[config.mk]
export PLATFORM = sky130hd
export DESIGN_NAME = traffic_request_sequencer
export DESIGN_NICKNAME = d
export VERILOG_FILES = /design/src/rtl/traffic_request_sequencer.sv
export SDC_FILE = /design/constraint.sdc
export NUM_CORES = 1
export LEC_CHECK = 0
export ABC_AREA = 1
export CORE_MARGIN = 2
export CORE_UTILIZATION = 65
export DETAILED_ROUTE_END_ITERATION = 10
export DONT_BUFFER_PORTS = 1
export PLACE_DENSITY = 0.86
export SKIP_LAST_GASP = 1
export SLEW_MARGIN = 15
export SYNTH_ARGS = -nofsm -noshare
export SYNTH_HDL_FRONTEND = slang
export SYNTH_SLANG_ARGS = --single-unit
[constraint.sdc]
create_clock -name clk -period 2.3 [get_ports clk]
set_input_delay 0 -clock clk [delete_from_list [all_inputs] [get_ports clk]]
set_output_delay 0 -clock clk [all_outputs]
set_load 0.005 [all_outputs]
[src/rtl/traffic_request_sequencer.sv]
// Traffic request sequencer: debounces four approach sensors, latches demand,
// and grants approaches round-robin to the light controller with bounded dwell.

// Per-approach sensor debouncer: toggles its level after DEB_CYCLES
// consecutive disagreeing samples and flags the cycle after a rising level.
module traffic_request_sequencer_lane #(
   parameter int DEB_CYCLES = 4
) (
   input  logic clk,
   input  logic res_n,
   input  logic sensor_i,
   output logic deb_o,
   output logic rise_o
);
   localparam logic [3:0] DEB_LAST = 4'(DEB_CYCLES - 1);

   logic [3:0] cnt_q, cnt_d;
   logic       deb_q, deb_d;
   logic       deb_d1_q;

   // Count consecutive disagreeing samples; flip the level when the run completes.
   always_comb begin
      cnt_d = 4'd0;
      deb_d = deb_q;
      if (sensor_i != deb_q) begin
         if (cnt_q == DEB_LAST) begin
            deb_d = ~deb_q;
            cnt_d = 4'd0;
         end else begin
            cnt_d = cnt_q + 4'd1;
         end
      end
   end

   // Debounce state plus a delayed copy of the level for edge detection.
   always_ff @(posedge clk) begin
      if (!res_n) begin
         cnt_q    <= 4'd0;
         deb_q    <= 1'b0;
         deb_d1_q <= 1'b0;
      end else begin
         cnt_q    <= cnt_d;
         deb_q    <= deb_d;
         deb_d1_q <= deb_q;
      end
   end

   assign deb_o  = deb_q;
   assign rise_o = deb_q & ~deb_d1_q;
endmodule

module traffic_request_sequencer #(
   parameter int DEB_CYCLES = 4,
   parameter int DWELL_W    = 8,
   parameter int MIN_DWELL  = 16,
   parameter int MAX_DWELL  = 64
) (
   input  logic       clk,
   input  logic       res_n,
   input  logic [3:0] sensor,
   output logic [1:0] req_code,
   output logic       req_en,
   output logic [3:0] pending,
   output logic       busy
);
   localparam logic [DWELL_W-1:0] MIN_LAST = DWELL_W'(MIN_DWELL - 1);
   localparam logic [DWELL_W-1:0] MAX_LAST = DWELL_W'(MAX_DWELL - 1);

   typedef enum logic [1:0] {IDLE, SERVE, SWITCH} state_t;

   state_t             state_q, state_d;
   logic [1:0]         cur_q, cur_d;
   logic [1:0]         last_q, last_d;
   logic [3:0]         pend_q, pend_d;
   logic [DWELL_W-1:0] timer_q, timer_d;

   logic [3:0] deb, rise;
   logic [1:0] pick;
   logic [1:0] idx;
   logic       others;

   for (genvar i = 0; i < 4; i++) begin : g_lane
      traffic_request_sequencer_lane #(.DEB_CYCLES(DEB_CYCLES)) u_lane (
         .clk      (clk),
         .res_n    (res_n),
         .sensor_i (sensor[i]),
         .deb_o    (deb[i]),
         .rise_o   (rise[i])
      );
   end

   // Round-robin pick: scan downward so the nearest lane after last_q wins;
   // the last-granted lane itself comes up only when nothing else is pending.
   always_comb begin
      pick = last_q;
      idx  = last_q;
      for (int k = 4; k >= 1; k--) begin
         idx = last_q + 2'(k);
         if (pend_q[idx]) pick = idx;
      end
   end

   assign others = |(pend_q & ~(4'b0001 << cur_q));

   // Grant FSM next-state: new demand always latches; the served lane's
   // demand is only touched when its grant ends.
   always_comb begin
      state_d = state_q;
      cur_d   = cur_q;
      last_d  = last_q;
      timer_d = timer_q;
      pend_d  = pend_q | rise;
      case (state_q)
         IDLE, SWITCH: begin
            if (|pend_q) begin
               state_d = SERVE;
               cur_d   = pick;
               timer_d = '0;
            end else begin
               state_d = IDLE;
            end
         end
         SERVE: begin
            if (timer_q >= MIN_LAST) begin
               if (others || timer_q == MAX_LAST) begin
                  // Hand over: re-queue remaining demand behind the others.
                  state_d        = SWITCH;
                  pend_d[cur_q]  = deb[cur_q];
                  last_d         = cur_q;
               end else if (!deb[cur_q]) begin
                  state_d        = IDLE;
                  pend_d[cur_q]  = 1'b0;
                  last_d         = cur_q;
               end else begin
                  timer_d = timer_q + DWELL_W'(1);
               end
            end else begin
               timer_d = timer_q + DWELL_W'(1);
            end
         end
         default: state_d = IDLE;
      endcase
   end

   // Grant FSM registers; reset gives approach 0 first priority.
   always_ff @(posedge clk) begin
      if (!res_n) begin
         state_q <= IDLE;
         cur_q   <= 2'd0;
         last_q  <= 2'd3;
         pend_q  <= 4'd0;
         timer_q <= '0;
      end else begin
         state_q <= state_d;
         cur_q   <= cur_d;
         last_q  <= last_d;
         pend_q  <= pend_d;
         timer_q <= timer_d;
      end
   end

   assign req_code = cur_q;
   assign req_en   = (state_q == SERVE);
   assign busy     = (state_q != IDLE);
   assign pending  = pend_q;
endmodule

==> metrics.csv, run 1 <==
stage,metric,value,unit
layout,diodes,0,
layout,nets,311,
detailed_routing,drt_iter0_markers,112,
floorplan,dieHeight,59.98,um
sta,setup_tns,0,ns
worst_setup_path,crit_required,2.58,ns
placed_design,dp_hpwl,2639,um
detailed_routing,avgViaCountPerCell,5.081,
clock_network,clock_latency,0.35,ns
worst_setup_path,cp.arrival,2.01,ns
global_route,antenna_found_initial,0,
status,status,"complete, no violations",
global_route,grt_pass1_vias,1671,
sta,worst_clock_skew,0.008983,ns
clock_network,cts_hold_buf,5,
sta,fin_crit,1.722,ns
floorplan,core-area,3028,sq um
worst_hold_path,min_from,sensor[2],
sta,rsz0062_at_grt,no,
logic_synthesis,synthTopCellsByCount,"68 x nand2_1, 44 x nor2_1, 42 x dfxtp_1",
clock_network,cts_root_buffer,clkbuf_4,
worst_hold_path,holdPathStages,3,
logic_synthesis,ys.flop_type,dfxtp_1,
worst_setup_path,r2r_start,timer_q[0],
clock_network,cts_buffer_depth,2,
worst_hold_path,hp-class,in -> reg,
logic_synthesis,ys_seq_elements,42,
power,p_leak,0.9193,nW
sta,clock.fmax,580.7,MHz
placed_design,dp.cells,332,
worst_setup_path,criticalPathCategory,reg -> reg,
layout,fin_util,72.31,%
global_route,use_met2,41.30,%
global_route,grt_max_degree,20,
floorplan,dieArea,3598,sq um
global_route,grt_pass1_wl,6617,um
clock_network,cts_setup_buffers,0,
global_route,use_met3,6.061,%
worst_setup_path,critPathLaunchType,register,
sta,tightest_slew,0.6106,ns
logic_synthesis,ys_warn_count,0,
placed_design,gp_congestion,0.8073,
floorplan,ios,14,
detailed_routing,ant_nets,0,
clock_network,clk_pin_slew_worst_paths,0.13,ns
worst_setup_path,reg2regPathDepth,9,
clock_network,cts_tree,done,
worst_setup_path,cpPeakStageDelay,0.40,ns
sta,hold_viol_final,0,
placed_design,io_buffers,0,
run,drv_cap,0,
clock_network,htree_levels,2,
logic_synthesis,synth_nets,305,
logic_synthesis,synth.avg_cell_area,6.928,sq um
global_route,grt_busiest_layer,met2,
detailed_routing,wirelength,3686,um
worst_setup_path,timing.rr.end,timer_q[4],
floorplan,rows,20,
sta,setup_violations,0,
detailed_routing,drt_pre_antenna_iters,4,
logic_synthesis,yosysSeqAreaShare,41.28,%
global_route,track_usage,24.38,%
sta,relSlewSlack,59.16,%
clock_network,cts.sinks,42,
clock_network,numCtsBuffers,5,
worst_setup_path,crit_path_end_kind,register,
worst_setup_path,crit_chain,ha_1 > nand2_1 > inv_1 > nand2_1 > a31oi_4 > nand2_2 > nand2_2 > nand2_1 > a21oi_1,
global_route,grtUsageMet1,28.94,%
sta,slew_viol_final,0,
logic_synthesis,ys_async_sr_fraction,0,%
floorplan,start_util,67.27,%
detailed_routing,drc,0,
power,vdd_drop_max,0.0004142,V
layout,finalNonFillerCells,345,
worst_setup_path,critPathMostFrequentCell,nand2_1,
layout,drive_above_1_share,5.980,%
layout,synthToLayoutAreaGrowth,7.494,%
logic_synthesis,synth.most_common_cell,nand2_1,
placed_design,post-place-ws,0.6581,ns
detailed_routing,wl_per_cell,10.68,um
logic_synthesis,syn_inst,294,
logic_synthesis,yosys.area.top_type_share,41.28,%
power,power_per_cell_area,597.4,nW/um^2
sta,layout_setup_ws,0.5779,ns
worst_setup_path,slowest_stage,dfxtp_1,
clock_network,postCtsResizedCells,0,
worst_setup_path,crit_path_start,timer_q[0],
worst_setup_path,reg2reg_slack,0.58,ns
logic_synthesis,syn_area,2037,sq um
logic_synthesis,synth.area.top_cells,"dfxtp_1 41%, nand2_1 13%, nor2_1 8.1%, inv_1 7.2%, nand3_1 6.6%",
sta,post-route-period-util,74.88,%
detailed_routing,vias,1753,
global_route,gr-total-overflow,0,
floorplan,die_w,59.98,um
logic_synthesis,synth.distinct_cells,22,
logic_synthesis,synth_area_leader_cell,dfxtp_1,
worst_hold_path,hold_end,g_lane[2].u_lane.deb_o,
logic_synthesis,synth-edff-count,0,
worst_setup_path,cp_max_fo,13,
power by group:
part           switching [mW]  internal, mW
sequential             0.0149         0.742
clock                   0.239         0.229
combinational          0.0549        0.0281
total                   0.309          1.00
metrics by stage:
step	instance area, sq um	power (mW)	hold WS [ns]
after floorplan	2037	0.8306	0.1348
after global placement	2061	0.8407	0.09910
after detailed placement	2061	0.8432	0.1045
after CTS	2190	1.319	0.3554
after global routing	2190	1.364	0.3760
final	2190	1.308	0.3679
routing by layer:
metal / part of all wire [%] / vias to the layer above
li1: - / 937
met1: 46 / 776
met3: 5.1 / 6
met4: 1.3 / 0
met5: 0 / -
met2: 48 / 34
logic make-up after synthesis:
| kind of cell | Yosys count | synth area share (%) |
|---|---|---|
| AO/OA/AOI/OAI | 37 | 10.26 |
| flip-flops | 42 | 41.28 |
| adder cells (fa/ha/maj) | 5 | 3.071 |
| buffers and inverters | 46 | 8.906 |
| AND/OR/NAND/NOR | 152 | 31.33 |
| XOR/XNOR | 12 | 5.160 |
worst max path at each step:
stage,to,depth (start not counted)
3_5_place_dp,timer_q[4],9
6_report,timer_q[4],9
2_1_floorplan,last_q[1],9
5_1_grt,timer_q[4],9
3_3_place_gp,timer_q[0],9
4_1_cts,timer_q[4],9
flip-flops by register name, indices dropped and copies added, names as in the netlist:
signal                  count
g_lane.u_lane.cnt_q        16
g_lane.u_lane.deb_d1_q      4
g_lane.u_lane.deb_o         4
last_q                      2
pending                     4
req_code                    2
state_q                     2
timer_q                     8
critical path, delay by kind of cell, from the launching register on:
family,cells,cell delay (ns)
and+or+nand+nor,5,0.69
adders and majority gates,1,0.18
buffers and inverters,1,0.09
DFF,1,0.40
AOI/OAI and AO/OA,2,0.30
area by class of cell:
cell class | instances | area, sq um
inverter | 40 | 150.1
fill | 252 | 838.3
clock inverter | 2 | 37.54
timing repair buffer | 5 | 50.05
clock buffer | 6 | 41.29
tap | 44 | 55.05
multi-input combinational | 206 | 1015
sequential | 42 | 840.8
cells in the final DEF, fill, tap and decap left out:
cell type / instances
nand2_2: 2
o211ai_1: 3
nand2_1: 68
nand4_1: 1
clkbuf_4: 5
a21oi_1: 18
inv_2: 1
nor2_2: 1
clkinvlp_4: 1
ha_1: 5
or2_2: 5
xnor2_1: 1
nor3_1: 3
nor2_4: 1
a31oi_4: 1
o21ai_0: 15
dlygate4sd3_1: 5
xor2_1: 11
inv_1: 39
dfxtp_1: 42
bufinv_16: 1
nand3_1: 27
nor2_1: 44
clkbuf_1: 1
No activity file was read; power rests on OpenSTA's default activity.
==> inputs of run 2 (changes only) <==
Settings changed: CORE_UTILIZATION 65 to 62, PLACE_DENSITY 0.86 to 0.83.
Clock period 2.3 ns to 1.7 ns, I/O delays scaled along.
==> run 2 against run 1 <==
Net effect:
- count of clock-buffer cells in the layout unchanged
- via count rose by 3.0%
- critical path depth is the same
- sequential power up 35%
- clock skew shrank 0.0052 ns
- combinational power rose by 50%
- non-clock buffer count rose by 6
- critical path type unchanged
- critical endpoint is now last_q[0]
==> metrics.csv, run 2 (same netlist as run 1, synthesis figures left out) <==
stage,metric,value,unit
worst_setup_path,endpoint,last_q[0],
worst_setup_path,cp_max_fo,8,
layout,synthToLayoutAreaGrowth,12.71,%
power,power.total,1.964,mW
global_route,antenna_found_initial,0,
floorplan,rows,20,
status,status,"complete, no violations",
worst_setup_path,critPathLaunchType,register,
worst_hold_path,hp-class,in -> reg,
clock_network,cts.sinks,42,
clock_network,clk_pin_slew_worst_paths,0.12,ns
power,power_per_cell_area,855.3,nW/um^2
sta,setup_violations,0,
detailed_routing,wirelength,3939,um
placed_design,dp_hpwl,2768,um
floorplan,ios,14,
sta,slew_viol_final,0,
worst_setup_path,r2r_start,timer_q[0],
worst_setup_path,crit_path_start,timer_q[0],
sta,tightest_slew,0.6394,ns
detailed_routing,vias,1806,
global_route,grt_pass1_vias,1516,
clock_network,cts_buffer_depth,2,
detailed_routing,drc,0,
floorplan,die_w,61.32,um
detailed_routing,wl_per_cell,11.22,um
global_route,gr-total-overflow,0,
sta,rsz0062_at_grt,yes,
floorplan,dieArea,3760,sq um
run,drv_cap,0,
sta,whs,0.3727,ns
worst_setup_path,reg2regPathDepth,9,
detailed_routing,ant_nets,0,
layout,fin_util,74.59,%
clock_network,htree_levels,2,
worst_setup_path,criticalPathCategory,reg -> reg,
placed_design,io_buffers,0,
global_route,grt_max_degree,20,
clock_network,cts_root_buffer,clkbuf_4,
power,p_leak,0.9708,nW
sta,clock.fmax,601.5,MHz
worst_setup_path,timing.rr.end,last_q[0],
worst_setup_path,reg2reg_slack,0.04,ns
worst_setup_path,crit_required,1.91,ns
detailed_routing,avgViaCountPerCell,5.145,
layout,largest_register,g_lane.u_lane.cnt_q,
floorplan,core-area,3078,sq um
worst_setup_path,crit_path_end_kind,register,
layout,drive_above_1_share,10.42,%
clock_network,cts_tree,done,
placed_design,gp_congestion,0.8728,
floorplan,start_util,66.18,%
sta,hold_viol_final,0,
clock_network,numCtsBuffers,5,
global_route,grt_pass1_wl,6555,um
layout,mostFrequentLayoutCells,"66 x nand2_1, 44 x nor2_1, 38 x inv_1, 38 x dfxtp_1, 27 x nand3_1",
sta,relSlewSlack,57.23,%
detailed_routing,drt_pre_antenna_iters,4,
layout,largest_reg_flops,16,
layout,nets,317,
worst_setup_path,cp.arrival,1.87,ns
layout,final_common_cell,nand2_1,
power,vdd_drop_max,0.0005735,V
layout,fillerInstances,248,
layout,reg_top3,"g_lane.u_lane.cnt_q x16, timer_q x8",
detailed_routing,drt_iter0_markers,71,
global_route,track_usage,23.84,%
clock_network,clock_latency,0.35,ns
sta,post-route-period-util,97.80,%
layout,diodes,0,
sta,worst_clock_skew,0.003755,ns
sta,fin_crit,1.663,ns
floorplan,dieHeight,61.32,um
run 2: cell count changes in the layout (fill, tap and decap cells not counted), sizes merged:
cell | previous run | this run
bufinv | 1 | 2
buf | 0 | 6
clkinvlp | 1 | 0
run 2: worst min-delay path by stage:
stage,from,end,slack [ns],depth (start not counted)
after global routing,sensor[3],g_lane[3].u_lane.deb_o,0.39,3
after detailed placement,res_n,g_lane[2].u_lane.deb_d1_q,0.10,2
after CTS,sensor[3],g_lane[3].u_lane.deb_o,0.36,3
final,sensor[3],g_lane[3].u_lane.deb_o,0.37,3
after floorplan,sensor[0],g_lane[0].u_lane.deb_o,0.13,2
after global placement,res_n,g_lane[3].u_lane.deb_d1_q,0.1,2
run 2: area by class of cell:
cell class,count,area (sq um),share of cell area (%)
flip-flops and latches,42,845.8,36.84
well taps,44,55.05,2.398
multi-input cells,206,1039,45.23
repair buffers,11,95.09,4.142
clock inverters,2,60.06,2.616
clock buffers,6,51.30,2.234
inverters,40,150.1,6.540
run 2: report_power, final:
| part | leakage, nW | switching (mW) | internal, mW |
|---|---|---|---|
| combinational | 0.571 | 0.0795 | 0.0445 |
| clock | 0.0585 | 0.317 | 0.498 |
| sequential | 0.342 | 0.0197 | 1.01 |
| total | 0.971 | 0.416 | 1.55 |
run 2: through the flow:
step                      setup WS [ns]  std cells  instance area, sq um  setup TNS [ns]
after floorplan                  0.3027        294                  2037               0
after global placement           0.1327        334                  2076               0
after detailed placement        0.03401        334                  2076               0
after CTS                      0.005671        347                  2237               0
after global routing           -0.09450        351                  2296         -0.8082
final                           0.03742        351                  2296               0
run 2: layer usage:
layer / GRT usage, % / vias up / routed length, um
met2: 39.21 / 35 / 1909
li1: - / 953 / -
met3: 7.143 / 7 / 194
met5: 0 / - / 0
met1: 28.68 / 811 / 1765
met4: 10.87 / 0 / 70
run 2: worst max-delay path, cell delays in order, from the launching register on:
cell      delay [ns]
dfxtp_2         0.37
ha_1            0.18
nand2_1         0.11
inv_2           0.08
nand2_2         0.07
a31oi_4         0.25
nand2_4         0.14
buf_4           0.17
nand2_1         0.05
o211ai_1        0.09
run 2: timing repair:
action                                  in CTS  in global routing
setup buffers                                0                  4
resized for setup                            0                 11
hold buffers                                 5                  0
endpoints found under the setup margin       0                 13
hold endpoints to repair                    39                  0
